[config.mk]
export PLATFORM = sky130hd
export DESIGN_NAME = sp_preproc_ctrl
export DESIGN_NICKNAME = d
export VERILOG_FILES = /design/src/rtl/sp_preproc_ctrl_pkg.sv /design/src/rtl/sp_frame_counter.sv /design/src/rtl/sp_preproc_ctrl.sv
export SDC_FILE = /design/constraint.sdc
export NUM_CORES = 1
export LEC_CHECK = 0
export BUFFER_PORTS_ARGS = -buffer_cell sky130_fd_sc_hd__buf_2
export CAP_MARGIN = 20
export CORE_MARGIN = 10
export CORE_UTILIZATION = 55
export DETAILED_ROUTE_END_ITERATION = 16
export PLACE_DENSITY = 0.84
export SYNTH_ARGS = -nofsm -noshare
export SYNTH_HDL_FRONTEND = slang
export SYNTH_SLANG_ARGS = --single-unit
[constraint.sdc]
create_clock -name clk -period 6.3 [get_ports clk]
set_input_delay 1.26 -clock clk [delete_from_list [all_inputs] [get_ports clk]]
set_output_delay 1.26 -clock clk [all_outputs]
set_load 0.05 [all_outputs]
[src/rtl/sp_preproc_ctrl_pkg.sv]
// Shared definitions for the pixel pre-processing controller: register map,
// CTRL bit positions, reset defaults, FSM encoding and the background IIR step.
package sp_preproc_ctrl_pkg;

    // Configuration register addresses
    localparam logic [1:0] ADDR_HIGH_TH = 2'd0;
    localparam logic [1:0] ADDR_LOW_TH  = 2'd1;
    localparam logic [1:0] ADDR_BG_INIT = 2'd2;
    localparam logic [1:0] ADDR_CTRL    = 2'd3;

    // CTRL register bit positions
    localparam int CTRL_EN       = 0;
    localparam int CTRL_DET_HIGH = 1;
    localparam int CTRL_DET_LOW  = 2;
    localparam int CTRL_ADAPT    = 3;

    // Reset defaults
    localparam logic [7:0]  RST_HIGH_TH = 8'd250;
    localparam logic [7:0]  RST_LOW_TH  = 8'd5;
    localparam logic [7:0]  RST_BG_INIT = 8'd186;
    localparam logic [3:0]  RST_CTRL    = 4'b0011;
    localparam logic [15:0] RST_ACC     = {RST_BG_INIT, 8'h00};

    // Upper clamp of the background accumulator (8.8 fixed point, max 255.0)
    localparam logic [15:0] ACC_MAX = 16'hFF00;

    // FSM encoding
    typedef enum logic [1:0] {
        ST_IDLE = 2'd0,
        ST_RUN  = 2'd1,
        ST_DONE = 2'd2
    } state_e;

    // One IIR step: acc + ((pix<<8) - acc) >>> sh, clamped to 0..ACC_MAX.
    // 18-bit signed intermediates keep both the difference and the sum exact.
    function automatic logic [15:0] acc_step(input logic [15:0] acc,
                                             input logic [7:0]  pix,
                                             input logic [2:0]  sh);
        logic signed [17:0] diff;
        logic signed [17:0] sum;
        diff = $signed({2'b00, pix, 8'h00}) - $signed({2'b00, acc});
        sum  = $signed({2'b00, acc}) + (diff >>> sh);
        if (sum[17]) begin
            return 16'h0000;
        end else if (sum > $signed({2'b00, ACC_MAX})) begin
            return ACC_MAX;
        end else begin
            return sum[15:0];
        end
    endfunction

endpackage

[src/rtl/sp_frame_counter.sv]
// Column/row position tracker for the incoming pixel stream. Advances only
// on accepted pixels and flags the last pixel of a line and of a frame.
module sp_frame_counter #(
    parameter int IMG_W = 640,
    parameter int IMG_H = 480,
    parameter int COL_W = (IMG_W > 1) ? $clog2(IMG_W) : 1,
    parameter int ROW_W = (IMG_H > 1) ? $clog2(IMG_H) : 1
) (
    input  logic clk,
    input  logic rst,
    input  logic adv_i,
    output logic eol_o,
    output logic last_o
);

    logic [COL_W-1:0] col_q;
    logic [ROW_W-1:0] row_q;
    logic [COL_W-1:0] col_d;
    logic [ROW_W-1:0] row_d;

    localparam logic [COL_W-1:0] COL_LAST = COL_W'(IMG_W - 1);
    localparam logic [ROW_W-1:0] ROW_LAST = ROW_W'(IMG_H - 1);

    // Position flags decoded from the current counter values
    always_comb begin
        eol_o  = (col_q == COL_LAST);
        last_o = eol_o && (row_q == ROW_LAST);
    end

    // Next position: wrap column at end of line, wrap row at end of frame
    always_comb begin
        col_d = col_q;
        row_d = row_q;
        if (adv_i) begin
            if (col_q == COL_LAST) begin
                col_d = '0;
                row_d = (row_q == ROW_LAST) ? '0 : row_q + 1'b1;
            end else begin
                col_d = col_q + 1'b1;
            end
        end
    end

    // Position registers
    always_ff @(posedge clk) begin
        if (rst) begin
            col_q <= '0;
            row_q <= '0;
        end else begin
            col_q <= col_d;
            row_q <= row_d;
        end
    end

endmodule

[src/rtl/sp_preproc_ctrl.sv]
// Pixel pre-processing controller: replaces out-of-range pixels with an
// adaptive background level, frames the output stream and reports status.
//
// state | meaning
// ------+-------------------------------------------------------------
// IDLE  | waiting for staged enable; nothing accepted
// RUN   | streaming a frame with the active (frozen) configuration
// DONE  | single-cycle end of frame; frame_done pulses, reload or idle
module sp_preproc_ctrl
    import sp_preproc_ctrl_pkg::*;
#(
    parameter int IMG_W    = 640,
    parameter int IMG_H    = 480,
    parameter int ALPHA_SH = 4
) (
    input  logic        clk,
    input  logic        rst,

    input  logic        cfg_we,
    input  logic [1:0]  cfg_addr,
    input  logic [7:0]  cfg_wdata,

    input  logic        s_valid,
    output logic        s_ready,
    input  logic [7:0]  s_data,

    output logic        m_valid,
    input  logic        m_ready,
    output logic [7:0]  m_data,
    output logic        m_eol,
    output logic        m_eof,

    output logic        busy,
    output logic        frame_done,
    output logic [19:0] hit_count,
    output logic [7:0]  bg_level
);

    localparam logic [2:0] SH = 3'(ALPHA_SH);

    // Staged configuration (written by software at any time)
    logic [7:0]  stg_high_q;
    logic [7:0]  stg_low_q;
    logic [7:0]  stg_bg_q;
    logic [3:0]  stg_ctrl_q;
    logic        acc_pend_q;

    // Active configuration (frozen for the duration of a frame)
    logic [7:0]  act_high_q;
    logic [7:0]  act_low_q;
    logic        act_det_high_q;
    logic        act_det_low_q;
    logic        act_adapt_q;
    logic [7:0]  bg_q;

    logic [15:0] acc_q;
    logic [15:0] acc_d;
    logic [19:0] hit_cnt_q;

    state_e      state_q;
    logic        busy_q;
    logic        frame_done_q;

    logic        m_valid_q;
    logic [7:0]  m_data_q;
    logic        m_eol_q;
    logic        m_eof_q;

    logic        load;
    logic        accept;
    logic        hit;
    logic        eol_w;
    logic        last_w;
    logic        wr_bg;
    logic [15:0] load_acc;

    sp_frame_counter #(
        .IMG_W (IMG_W),
        .IMG_H (IMG_H)
    ) u_frame_counter (
        .clk    (clk),
        .rst    (rst),
        .adv_i  (accept),
        .eol_o  (eol_w),
        .last_o (last_w)
    );

    // Handshake, hit decision and frame-load qualifiers
    always_comb begin
        s_ready  = (state_q == ST_RUN) && (!m_valid_q || m_ready);
        accept   = s_valid && s_ready;
        hit      = (act_det_high_q && (s_data >= act_high_q)) ||
                   (act_det_low_q  && (s_data <= act_low_q));
        load     = stg_ctrl_q[CTRL_EN] &&
                   ((state_q == ST_IDLE) || (state_q == ST_DONE));
        wr_bg    = cfg_we && (cfg_addr == ADDR_BG_INIT);
        // A pending BG_INIT write overrides whatever the IIR has reached
        load_acc = acc_pend_q ? {stg_bg_q, 8'h00} : acc_q;
    end

    // Staging registers; a write coinciding with a load is only seen next load
    always_ff @(posedge clk) begin
        if (rst) begin
            stg_high_q <= RST_HIGH_TH;
            stg_low_q  <= RST_LOW_TH;
            stg_bg_q   <= RST_BG_INIT;
            stg_ctrl_q <= RST_CTRL;
            acc_pend_q <= 1'b0;
        end else begin
            if (cfg_we) begin
                case (cfg_addr)
                    ADDR_HIGH_TH: stg_high_q <= cfg_wdata;
                    ADDR_LOW_TH:  stg_low_q  <= cfg_wdata;
                    ADDR_BG_INIT: stg_bg_q   <= cfg_wdata;
                    ADDR_CTRL:    stg_ctrl_q <= cfg_wdata[3:0];
                    default:      ;
                endcase
            end
            if (wr_bg) begin
                acc_pend_q <= 1'b1;
            end else if (load) begin
                acc_pend_q <= 1'b0;
            end
        end
    end

    // Control FSM with registered busy/frame_done
    always_ff @(posedge clk) begin
        if (rst) begin
            state_q      <= ST_IDLE;
            busy_q       <= 1'b0;
            frame_done_q <= 1'b0;
        end else begin
            case (state_q)
                ST_IDLE: begin
                    frame_done_q <= 1'b0;
                    if (stg_ctrl_q[CTRL_EN]) begin
                        state_q <= ST_RUN;
                        busy_q  <= 1'b1;
                    end
                end
                ST_RUN: begin
                    busy_q <= 1'b1;
                    if (accept && last_w) begin
                        state_q      <= ST_DONE;
                        frame_done_q <= 1'b1;
                    end else begin
                        frame_done_q <= 1'b0;
                    end
                end
                ST_DONE: begin
                    frame_done_q <= 1'b0;
                    if (stg_ctrl_q[CTRL_EN]) begin
                        state_q <= ST_RUN;
                        busy_q  <= 1'b1;
                    end else begin
                        state_q <= ST_IDLE;
                        busy_q  <= 1'b0;
                    end
                end
                default: begin
                    state_q      <= ST_IDLE;
                    busy_q       <= 1'b0;
                    frame_done_q <= 1'b0;
                end
            endcase
        end
    end

    // Next accumulator value: reload at frame start, adapt on non-hit pixels
    always_comb begin
        acc_d = acc_q;
        if (load) begin
            acc_d = load_acc;
        end else if (accept && !hit && act_adapt_q) begin
            acc_d = acc_step(acc_q, s_data, SH);
        end
    end

    // Active configuration, background level and accumulator
    always_ff @(posedge clk) begin
        if (rst) begin
            act_high_q     <= RST_HIGH_TH;
            act_low_q      <= RST_LOW_TH;
            act_det_high_q <= RST_CTRL[CTRL_DET_HIGH];
            act_det_low_q  <= RST_CTRL[CTRL_DET_LOW];
            act_adapt_q    <= RST_CTRL[CTRL_ADAPT];
            bg_q           <= RST_BG_INIT;
            acc_q          <= RST_ACC;
        end else begin
            acc_q <= acc_d;
            if (load) begin
                act_high_q     <= stg_high_q;
                act_low_q      <= stg_low_q;
                act_det_high_q <= stg_ctrl_q[CTRL_DET_HIGH];
                act_det_low_q  <= stg_ctrl_q[CTRL_DET_LOW];
                act_adapt_q    <= stg_ctrl_q[CTRL_ADAPT];
                bg_q           <= load_acc[15:8];
            end
        end
    end

    // Saturating per-frame hit counter
    always_ff @(posedge clk) begin
        if (rst) begin
            hit_cnt_q <= '0;
        end else if (load) begin
            hit_cnt_q <= '0;
        end else if (accept && hit && (hit_cnt_q != 20'hFFFFF)) begin
            hit_cnt_q <= hit_cnt_q + 20'd1;
        end
    end

    // Output register: capture on accept, hold until consumed
    always_ff @(posedge clk) begin
        if (rst) begin
            m_valid_q <= 1'b0;
            m_data_q  <= 8'h00;
            m_eol_q   <= 1'b0;
            m_eof_q   <= 1'b0;
        end else if (accept) begin
            m_valid_q <= 1'b1;
            m_data_q  <= hit ? bg_q : s_data;
            m_eol_q   <= eol_w;
            m_eof_q   <= last_w;
        end else if (m_ready) begin
            m_valid_q <= 1'b0;
        end
    end

    // Status and stream outputs
    always_comb begin
        m_valid    = m_valid_q;
        m_data     = m_data_q;
        m_eol      = m_eol_q;
        m_eof      = m_eof_q;
        busy       = busy_q;
        frame_done = frame_done_q;
        hit_count  = hit_cnt_q;
        bg_level   = bg_q;
    end

endmodule

# After elaboration in Yosys (flattened, before gate mapping)

Index checks and enable logic that the tools add are counted.

$lt $le $gt $ge: 3
Multiplexer cells: 20
Bitwise operators: 1
Eq/ne operators: 11
Reduce and logical (&&, ||, !) cells: 31
$add $sub $neg: 5

Operators with widths:

| operator                                             | number |
|---|---|
| 2-to-1 mux 16 bit                                    | 5 |
| adder 20 x 1 -> 20 bit, second input constant        | 1 |
| != test 20 bit, second input constant                | 1 |
| adder 17 x 13 -> 18 bit                              | 1 |
| > comparator 18 x 17 -> 1 bit, second input constant | 1 |
| subtractor 16 x 16 -> 17 bit                         | 1 |
| AND reduction 2 bit                                  | 7 |
| logical AND 1 bit                                    | 12 |
| adder 10 x 1 -> 10 bit, second input constant        | 1 |
| equality test 10 bit, second input constant          | 1 |
| 2-to-1 mux 10 bit                                    | 1 |
| adder 9 x 1 -> 9 bit, second input constant          | 1 |
| equality test 9 bit, second input constant           | 1 |
| 2-to-1 mux 9 bit                                     | 1 |
| greater-or-equal comparator 8 bit                    | 1 |
| <= comparator 8 bit                                  | 1 |
| 2-to-1 mux 1 bit                                     | 8 |
| 2-to-1 mux 8 bit                                     | 1 |
| equality test 2 bit, second input constant           | 3 |
| one-hot mux 2 bit (3 select lines)                   | 1 |
| nonzero test 2 bit                                   | 3 |
| equality test 2 x 1 -> 1 bit, second input constant  | 2 |
| logical NOT 2 bit                                    | 2 |
| 2-to-1 mux 2 bit                                     | 2 |
| 7 further kinds                                      | 12 |

Logic and storage cells: 94
Input bits: 23
Register bits: 126

# Longest topological paths before layout

Gate-level depths: netlist of the first run.

Depth after elaboration: 8
Mapped depth: 19
Gate-level depth less buffers: 19

# Modules after synthesis

Synthesis of the first run repeated with hierarchy kept, for this count alone.

Cell total of the unflattened synthesis: 857
Area, all modules: 7168.1 um^2

By module, submodules not included:

| module           | sequential area each (um^2) | times used | cells each | area an instance (um^2) |
|---|---|---|---|---|
| sp_preproc_ctrl  | 2142.1                      | 1          | 752        | 6237.2 |
| sp_frame_counter | 380.4                       | 1          | 105        | 930.9 |

# Least setup slack after synthesis of the first run

Ideal clock, no wire load.

Path kind: input to register
Start: in s_data[1]
End: reg acc_q[3]
Library setup time: 122 ps
Buffers on the path: 0
Stages on the path: 18
Setup slack: 1117 ps
Arrival: 5061 ps
Cell sequence: ha_1 a21oi_1 o21ai_0 a21o_1 and2_1 o21a_1 nor2_1 xnor2_1 ha_1 a21oi_1 nand2b_1 a2111oi_0 a21oi_1 o21a_1 o21ai_0 or4_1 a31oi_4 a311o_1

Cells in the longest elaborated chain, start to end: 8

Ends and longest elaborated chain:

| element                                                                         | line                   | RTL |
|---|---|---|
| start, declared                                                                 | sp_preproc_ctrl.sv:25  | `input logic [7:0] s_data,` |
| parallel branches: the longest is 8 deep, another holds adder 17 x 13 -> 18 bit | n/a                    |  |
| end signal, assigned                                                            | sp_preproc_ctrl.sv:189 | `acc_q <= RST_ACC;` |
| end signal, assigned                                                            | sp_preproc_ctrl.sv:191 | `acc_q <= acc_d;` |
| end, declared                                                                   | sp_preproc_ctrl.sv:56  | `logic [15:0] acc_q;` |

Several ways; the timed one is not identified. The select of a mux whose other input is x is not followed.
A chain may end at the register's enable or synchronous reset.

# Final worst setup path of the first run

Same ends and word-level chain as after synthesis.

==> results.txt, run 1 <==
After synthesis, the share of flip-flops with an asynchronous set or reset is 0%. Dividing the detail-routed via count by the number of cells gives 5.75. The highest clock rate is 0.189 GHz, and the count of max-cap constraint violations is 0. The number of max-slew violations in the final report was 0; the delay of the slowest critical-path stage was 550 ps.

The highest layer touched by signal routing is met4. For the number of endpoints with negative hold slack in the final report, the log shows 0. Once the floorplan was initialized, standard cells occupied 56.4% of the core. The mapped netlist covers 6800 um^2.

Cells fill 65.5% of the core in the end. The total of buffers placed on input and output ports came out at 64. The final-layout setup total negative slack is 0 ps, and the H-tree depth is 4. Mean area per synthesized cell: 8.49 um^2. The layout-stage area growth over the synthesis result was 16.1%. Net count of the mapped netlist: 864. Across all layers, the routed design uses 5,967 vias.

The critical path goes through buf_2, ha_1, a21oi_1, o21ai_0, a21o_1, and2_1, o21a_1, nor2_1, xnor2_1, ha_1, a21oi_1, nand2b_1, a2111oi_0, a21oi_1, o21a_1, o31ai_1, xnor2_1, a31oi_4, a311o_1. Setup violations remaining at the end of the flow were counted as 0. The final critical path takes up 84.1% of the cycle. The net count of the finished layout is 920.

In this run the worst path has a maximum fanout of 8. The simple-gate portion of the synthesized area came out at 22.7%. In the global route stage, overall resource usage came out at 19.2%. The flip-flop and latch count after synthesis is 126, and the TritonCTS buffer count is 17. The tools report the via count of the first global-routing pass as 5,757.

Dividing total power by cell area gives a power density of 292 nW/um^2. After Yosys synthesis, XOR and XNOR cells account for 7.34% of the synthesized area. The final global-route overflow total is 0, and the number of warnings printed during yosys synthesis is 0.

At the worst endpoint, the required time is 6600 ps. The run finished with clean final reports. 65 I/O pins were placed. The post-route antenna net violation count is 0, and the final period demand of the worst path is 5300 ps. The region available for standard cell placement spans 12,100 um^2. The die footprint was 17,200 um^2.

STA classifies the critical path endpoint as a flop. After synthesis, the share of cell area in mux cells is 3.39%. The remaining routing DRC violations came out at 0. The cell at the root of the clock tree is sky130_fd_sc_hd__clkbuf_16. The sequential cells in the finished layout cover a total of 2520 um^2. Entering global routing, the biggest net connects 95 pins.

Post-CTS repair changed the size of 0 cells. The clock reaches the later pin of the worst-skew pair after 420 ps. Setup repair after global routing left no endpoint under its margin. The run gives 0 as the final antenna diode count. The run gives 11.7 mm as the estimated wirelength of the detail-placed design. The number of instances in the synthesized netlist is 801, and the filler cell count in the final layout is 1,003. After synthesis, the largest family of logic cells by area is simple AND/OR/NAND/NOR gates.

After clock tree synthesis, the flow added hold-fix buffers numbering 0. The share of post-route cells with drive strength above 1 came out at 14.3%. For this run, the leading register cell type out of synthesis is sky130_fd_sc_hd__dfxtp_1. The tools report the worst relative slew slack as 37.9%.

The peak ir drop on the vdd network is 236 uV, and the detailed route wirelength on metal3 is 1.00 mm. The largest individual stage delay along the critical path comes from the cell sky130_fd_sc_hd__a2111oi_0. By instance count, the cell type seen most on the critical path is sky130_fd_sc_hd__a21oi_1. Summing all multi-input logic gate instances after layout gives 4020 um^2. Clock-pin slew was measured on the worst setup and hold paths at 60 ps.

The number of enable-type register cells in the synthesized netlist is 0, and the proportion of synthesized chip area in sequential cells is 37.1%. The run gives 3.27 nW as the leakage power summed over all cells. Clock tree synthesis found a total of 126 sinks.

The nature of the critical path startpoint is an input pin. The first global-routing pass estimated 28.0 mm of wire. The buffer depth of the longest clock path was 2. The initialized floorplan defines 40 standard-cell rows. Measured along the y axis, the die boundary spans 131 um. For the pin with the worst max-slew slack, the measured transition is 932 ps. The detailed router finished its first iteration with 403 violations. The synthesized netlist contains 67 unique library cells. The wire length after detailed routing was 16.9 mm; the fraction of the mapped netlist area in compound gates was 18.2%. Adder and majority cell fraction of the synthesized area: 7.47%. For the final database, setup skew stands at 6.00 ps.

The number of antenna violations at the first check in global routing was 0. The last weighted congestion value of the routability-driven placer was 0.939. The worst hold path belongs to the class reg2reg. The number of iterations in the first detailed-routing pass came out at 6. In the final routing, the length of wire on met1 measures 7.48 mm. The kind of critical path was in2reg. The run gives 8.13 mm as the wire length on met2.

The number of setup buffers added after CTS is 0. In the final routed layout, each cell accounts on average for 16.3 um. The floorplan step set the die width to 131 um. Arrival time of the worst setup path: 5600 ps.

TritonCTS built the clock tree.
[state kept, by name, indices dropped and copies added (netlist names), 2 cells and up]
name and cells:
u_frame_counter.row_q 9, act_high_q 8, stg_ctrl_q 4, acc_q 16, stg_high_q 8, m_data 8
stg_bg_q 8, bg_level 8, state_q 2, u_frame_counter.col_q 10, stg_low_q 8, act_low_q 8
hit_count 20
[area by class of cell]
type,count,area share [%]
clock buffers,19,5.74
clock inverters,13,2.38
inverters,35,1.70
multi-input cells,607,51.0
flip-flops and latches,126,31.9
well taps,168,2.66
repair buffers,70,4.63
[metrics by stage]
step                instance area, um^2  hold slack, ps  power (mW)  cells  setup slack, ps
floorplan                          6800             427        1.17    801             1120
global placement                   7250             437        1.26   1006              736
detailed placement                 7250             443        1.27   1006              632
CTS                                7900             453        2.31   1038             1040
global route                       7900             474        2.39   1038              588
finish                             7900             448        2.31   1038             1000
[worst max-delay path: cells and delay by family]
kind,cells,cell delay [ps]
AND/OR/NAND/NOR,3,410
buffers and inverters,1,140
XOR/XNOR,2,400
AO/OA/AOI/OAI,11,2720
adder cells (fa/ha/maj),2,660
[Yosys cell counts (3+ instances only)]
library cell | n | area, um^2
sky130_fd_sc_hd__a311oi_1 | 3 | 26.3
sky130_fd_sc_hd__inv_1 | 34 | 128
sky130_fd_sc_hd__nand3b_1 | 9 | 67.6
sky130_fd_sc_hd__dfxtp_1 | 126 | 2520
sky130_fd_sc_hd__or3_1 | 4 | 25.0
sky130_fd_sc_hd__nand4_1 | 17 | 106
sky130_fd_sc_hd__mux2i_1 | 23 | 230
sky130_fd_sc_hd__nor3_1 | 17 | 85.1
sky130_fd_sc_hd__nor2b_1 | 14 | 87.6
sky130_fd_sc_hd__a22o_1 | 7 | 61.3
sky130_fd_sc_hd__o21bai_1 | 4 | 30.0
sky130_fd_sc_hd__nand2_1 | 91 | 342
sky130_fd_sc_hd__a31oi_1 | 5 | 31.3
sky130_fd_sc_hd__buf_1 | 8 | 30.0
sky130_fd_sc_hd__a21oi_1 | 48 | 240
sky130_fd_sc_hd__o21ai_0 | 22 | 110
sky130_fd_sc_hd__and3_1 | 10 | 62.6
sky130_fd_sc_hd__xnor2_1 | 18 | 158
sky130_fd_sc_hd__and2_1 | 4 | 25.0
sky130_fd_sc_hd__o21a_1 | 8 | 60.1
sky130_fd_sc_hd__nor2_1 | 91 | 342
sky130_fd_sc_hd__or2_2 | 3 | 18.8
sky130_fd_sc_hd__ha_1 | 39 | 488
sky130_fd_sc_hd__a21o_1 | 10 | 75.1
sky130_fd_sc_hd__a211o_1 | 20 | 175
sky130_fd_sc_hd__o22ai_1 | 4 | 25.0
sky130_fd_sc_hd__and4_1 | 4 | 35.0
sky130_fd_sc_hd__nand2b_1 | 13 | 81.3
sky130_fd_sc_hd__xor2_1 | 39 | 342
sky130_fd_sc_hd__clkbuf_1 | 25 | 93.8
sky130_fd_sc_hd__a21boi_0 | 3 | 22.5
sky130_fd_sc_hd__a211oi_1 | 12 | 90.1
sky130_fd_sc_hd__nand3_1 | 24 | 120
[cells by family after synthesis]
| kind of cell | count (synthesis) |
|---|---|
| muxes | 23 |
| adders and majority gates | 40 |
| and+or+nand+nor | 315 |
| DFF | 126 |
| AOI/OAI and AO/OA | 172 |
| xor gates and xnor gates | 57 |
| buffers and inverters | 68 |
[routing by layer]
layer / track usage (%) / vias to the layer above
met5: 0 / -
met4: 6.06 / 0
met3: 4.31 / 28
met2: 32.6 / 183
met1: 23.6 / 2805
li1: - / 2951
[report_power, final]
group          internal [mW]  total, mW  leakage [nW]  switching [mW]
Clock                  0.684       1.05         0.306           0.363
Combinational          0.149      0.409          1.94           0.261
Sequential             0.827      0.851          1.03          0.0237
Total                   1.66       2.31          3.27           0.648
[cell usage in the layout (no fill, tap or decap), drive strengths merged, types with 5 or more instances in the layout]
master,netlist,final
dfxtp,126,126
nor2,92,92
nand2,91,91
buf,8,70
a21oi,49,49
xor2,39,39
ha,39,39
inv,35,36
nand3,24,24
o21ai,24,24
mux2i,23,23
a211o,20,20
clkbuf,25,19
xnor2,18,18
nor3,18,18
nand4,17,17
nor2b,14,14
nand2b,13,13
a211oi,13,13
a21o,11,11
and3,10,10
nand3b,9,9
o21a,8,8
a22o,7,7
a31oi,7,7
clkinv,0,5
[final timing paths]
| path | start | endpoint | slack, ps | cells after the start |
|---|---|---|---|---|
| worst max-delay path | s_data[1] | acc_q[3]$_SDFFE_PP0P_ | 1000 | 19 |
| worst min-delay path | stg_ctrl_q[2]$_SDFFE_PP0P_ | act_det_low_q$_SDFFE_PP0P_ | 450 | 2 |
| worst max register to register | acc_q[0]$_SDFFE_PP0P_ | acc_q[3]$_SDFFE_PP0P_ | 1430 | 17 |
| worst min register to register | stg_ctrl_q[2]$_SDFFE_PP0P_ | act_det_low_q$_SDFFE_PP0P_ | 450 | 2 |
No activity file was read; power rests on OpenSTA's default activity.
==> run 2, diff against run 1 <==
CORE_UTILIZATION = 54   (was 55)
PLACE_DENSITY = 0.86   (was 0.84)
clock period = 4.4 ns   (was 6.3 ns; I/O delays follow)
==> run 2 against run 1 <==
Net effect: hold slack better by 0.54 ps; final cell count grew 4.3%; sequential share of layout area shrank 1.3 points; core utilization rose by 2.2 points; critical endpoint unchanged.
==> results.txt, run 2 (synthesized netlist as in run 1, its figures left out) <==
The switching share of power is 28.9% (+0.84 points). Met3 usage in global routing: 5.79% (+1.5 points). H-tree depth: 4 (unchanged).

The clock transition at the registers of the reported paths came out at 50 ps (about the same). Leaving out fill and tap cells, the most frequent cell in the layout is sky130_fd_sc_hd__dfxtp_1. The classification of the worst-slack hold path is reg2reg.

Number of buffers inserted by hold repair at cts: 0 (unchanged). Multi-input logic area: 4110 um^2 (+2.1%). The most critical setup path has its startpoint at s_data[3]. The smallest clock period supported by the final layout is computed as 4340 ps. The quantity of gates resized following cts is 0 (unchanged), and the layout-stage area growth over the synthesis result is 21.0%.

For the count of standard-cell rows, the log shows 40 (unchanged). The die outline width works out to 132 um (+0.78%). The die height came out at 132 um (+0.78%). Starting DRC count in detailed routing: 437 (+8.4%).

The tools report the buffer depth of the longest clock path as 2 (unchanged). The run gives 37.7% (+0.8 points) as the share of total power in sequential cells. The proportion of power drawn by combinational gates was 21.4% (+3.7 points); the first-pass GRT wire length was 28.5 mm (+1.6%). The capture point of the worst path is acc_q[3]$_SDFFE_PP0P_. For the highest clock rate, the log shows 0.230 GHz. Kind of critical path: in2reg. The I/O pin count was 65 (unchanged); the number of max-slew violations in the final report was 0 (unchanged). The internal power component was 2.30 mW (+38%). Traced cell by cell, the critical path runs through buf_2, ha_1, a21oi_1, o21ai_0, a21o_1, and2_4, o21a_1, nor2_1, xnor2_1, ha_1, buf_4, nor3_1, nor2_1, o41ai_2, o31ai_4, o211a_1, a211oi_2, nor4b_2, buf_4, a31oi_4, a311o_1. The global-route track usage on met1 was 24.5% (+0.91 points); the share of post-route cells with drive strength above 1 was 19.1% (+4.9 points).

The filler cell count in the final layout came out at 949 (-5.4%). The tools report the required time of the worst setup path as 4690 ps (-1910 ps). The final-report setup violation count was 0 (unchanged). For the TritonCTS buffer count, the log shows 17 (unchanged).

The global-route layer with the greatest usage was met2. The logs give 40.9% (-4.5 points) for the portion of total power attributed to the clock network and 0.976 (+4.0%) for the last weighted congestion value of the routability-driven placer. The flop-to-flop setup slack is 140 ps (-1290 ps), and the peak ir drop on the vdd network is 399 uV (+69%). The initial core utilization was 55.9% (-0.46 points); the remaining routing DRC violations was 0 (unchanged). The number of cell instances on the worst register-to-register path is 21 (+4), and the worst-path maximum fanout is 8 (unchanged). The total via count in the routed design is 6,210 (+4.1%), and the total of buffers placed on input and output ports is 64 (unchanged). The tools report the via count of the first global-routing pass as 5,795 (+0.66%). The logs give 12.9 mm (+10%) for the estimated wirelength of the detail-placed design and 126 (unchanged) for the number of clock sinks seen by CTS. The wire length after detailed routing came out at 17.7 mm (+4.9%).

The die footprint was 17,500 um^2 (+1.6%). The final worst-path cycle share came out at 98.6%. In the layout the commonest cells are sky130_fd_sc_hd__dfxtp_1 (126), sky130_fd_sc_hd__nand2_1 (91), sky130_fd_sc_hd__nor2_1 (91). The cell type of the slowest stage on the worst timing path was sky130_fd_sc_hd__ha_1. The tools report the cell at the root of the clock tree as sky130_fd_sc_hd__clkbuf_16. Number of endpoints with negative hold slack in the final report: 0 (unchanged).

Post-route antenna net violation count: 0 (unchanged). The tools report the nature of the critical path startpoint as an input pin. The largest net degree at the start of global routing came out at 49 (-48%). The tools report the capturing element type of the critical path as a flop. For the overall routing resource usage, the log shows 19.6% (+0.38 points). The delay of the slowest critical-path stage is 330 ps (-220 ps). The clock insertion delay at the later pin of the skew report was 420 ps (about the same); the leakage power summed over all cells was 3.47 nW (+6.3%).

The run gives 5 (-1) as the number of iterations in the first detailed-routing pass. The core box area was 12,200 um^2 (+0.83%). The ratio of routed vias to standard cells was 5.73 (-0.25%).

The worst register-to-register path ends at acc_q[3]$_SDFFE_PP0P_. The worst relative slew slack is 41.9% (+4.0 points). The final global-route overflow total is 0 (unchanged). The number of nets in the layout is 964 (+4.8%). For the switching power summed over all nets, the log shows 0.934 mW (+44%).

The power density of the placed cells was 392 nW/um^2 (+34%). The flip-flop count of the largest register after layout works out to 20 (unchanged). The arrival time of the worst setup path came out at 4630 ps (-970 ps). The logs give 7.13 ps (+1.12 ps) for the worst clock skew on the final layout and 0 (unchanged) for the count of max-cap constraint violations. For the area taken by flip-flops and latches, the log shows 2520 um^2 (unchanged).

Overall power of the completed layout: 3.23 mW (+40%). The met2 routing resource usage after global routing was 30.8% (-1.8 points). TritonCTS built the clock tree. The mean routed wirelength per cell came out at 16.4 um (+0.50%).

The startpoint identified for the worst register-to-register timing path is acc_q[11]$_SDFFE_PP1P_. The slew at the pin with the worst max-slew slack works out to 871 ps (-60.3 ps). The post-placement worst setup slack was -254 ps (-886 ps). The flow ran to the end, and the final reports show no timing, DRC or antenna violations.

The logs give 0 (unchanged) for the number of setup buffers added after CTS and 1 (+1) for the number of antenna violations at the first check in global routing. The run gives 60.9 ps (-942 ps) as the worst path setup slack after routing.
## run 2: cell types whose count changed in the layout (fill, tap and decap cells not counted), moves of 2 or more
cell,change
sky130_fd_sc_hd__clkbuf_1,+4
sky130_fd_sc_hd__o21ai_1,+2
sky130_fd_sc_hd__clkinv_2,+3
sky130_fd_sc_hd__buf_4,+43
sky130_fd_sc_hd__a21oi_2,+2
sky130_fd_sc_hd__o21ai_0,-2
sky130_fd_sc_hd__a21oi_1,-2
sky130_fd_sc_hd__clkbuf_8,-2
sky130_fd_sc_hd__bufinv_16,-2
sky130_fd_sc_hd__clkinv_4,-2
## run 2: routing by layer
layer	up-vias	routed length (um)
met1	2883	7700
met5	-	0
met4	0	498
li1	3036	-
met2	240	8070
met3	51	1480
## run 2: power by group through the flow
stage / sequential [mW] / clock [mW] / combinational [mW]
2_1_floorplan: 1.28 / 0 / 0.405
3_3_place_gp: 1.24 / 0 / 0.641
3_5_place_dp: 1.24 / 0 / 0.654
4_1_cts: 1.22 / 1.34 / 0.663
5_1_grt: 1.22 / 1.39 / 0.746
6_report: 1.22 / 1.32 / 0.690
## run 2: critical path, delay by kind of cell
family	cells	cell delay (ps)
adder cells (fa/ha/maj)	2	610
AO/OA/AOI/OAI	10	1690
AND/OR/NAND/NOR	5	860
XOR/XNOR	1	140
buffers and inverters	3	460
## run 2: area by class of cell
cell class / count / area share (%)
Antenna cell: 1 / 0.0304
Clock buffer: 21 / 5.35
Clock inverter: 11 / 1.43
Inverter: 35 / 1.63
Multi-Input combinational cell: 607 / 49.9
Sequential cell: 126 / 30.6
Tap cell: 168 / 2.55
Timing Repair Buffer: 114 / 8.45
## run 2: through the flow
stage	cells	instance area [um^2]	hold slack (ps)	setup TNS, ps	utilization [%]
floorplan	801	6830	427	0	-
global placement	1049	7600	435	-1080	62.5
detailed placement	1049	7600	439	-1670	62.5
CTS	1081	8160	454	0	67.1
global route	1082	8230	469	-16.8	67.7
finish	1083	8230	448	0	67.7
## run 2: how the worst min path moves through the flow
stage                                          start  cells after the start                         end  slack (ps)
final                      stg_low_q[6]$_SDFFE_PP0P_                      2   act_low_q[6]$_SDFFE_PP0P_         450
after global routing       act_low_q[1]$_SDFFE_PP0P_                      2   act_low_q[1]$_SDFFE_PP0P_         470
after CTS                  stg_low_q[6]$_SDFFE_PP0P_                      2   act_low_q[6]$_SDFFE_PP0P_         450
after detailed placement  stg_high_q[1]$_SDFFE_PP1P_                      1  act_high_q[1]$_SDFFE_PP1P_         440
after global placement    stg_high_q[3]$_SDFFE_PP1P_                      1  act_high_q[3]$_SDFFE_PP1P_         440
after floorplan           stg_high_q[1]$_SDFFE_PP1P_                      1  act_high_q[1]$_SDFFE_PP1P_         430
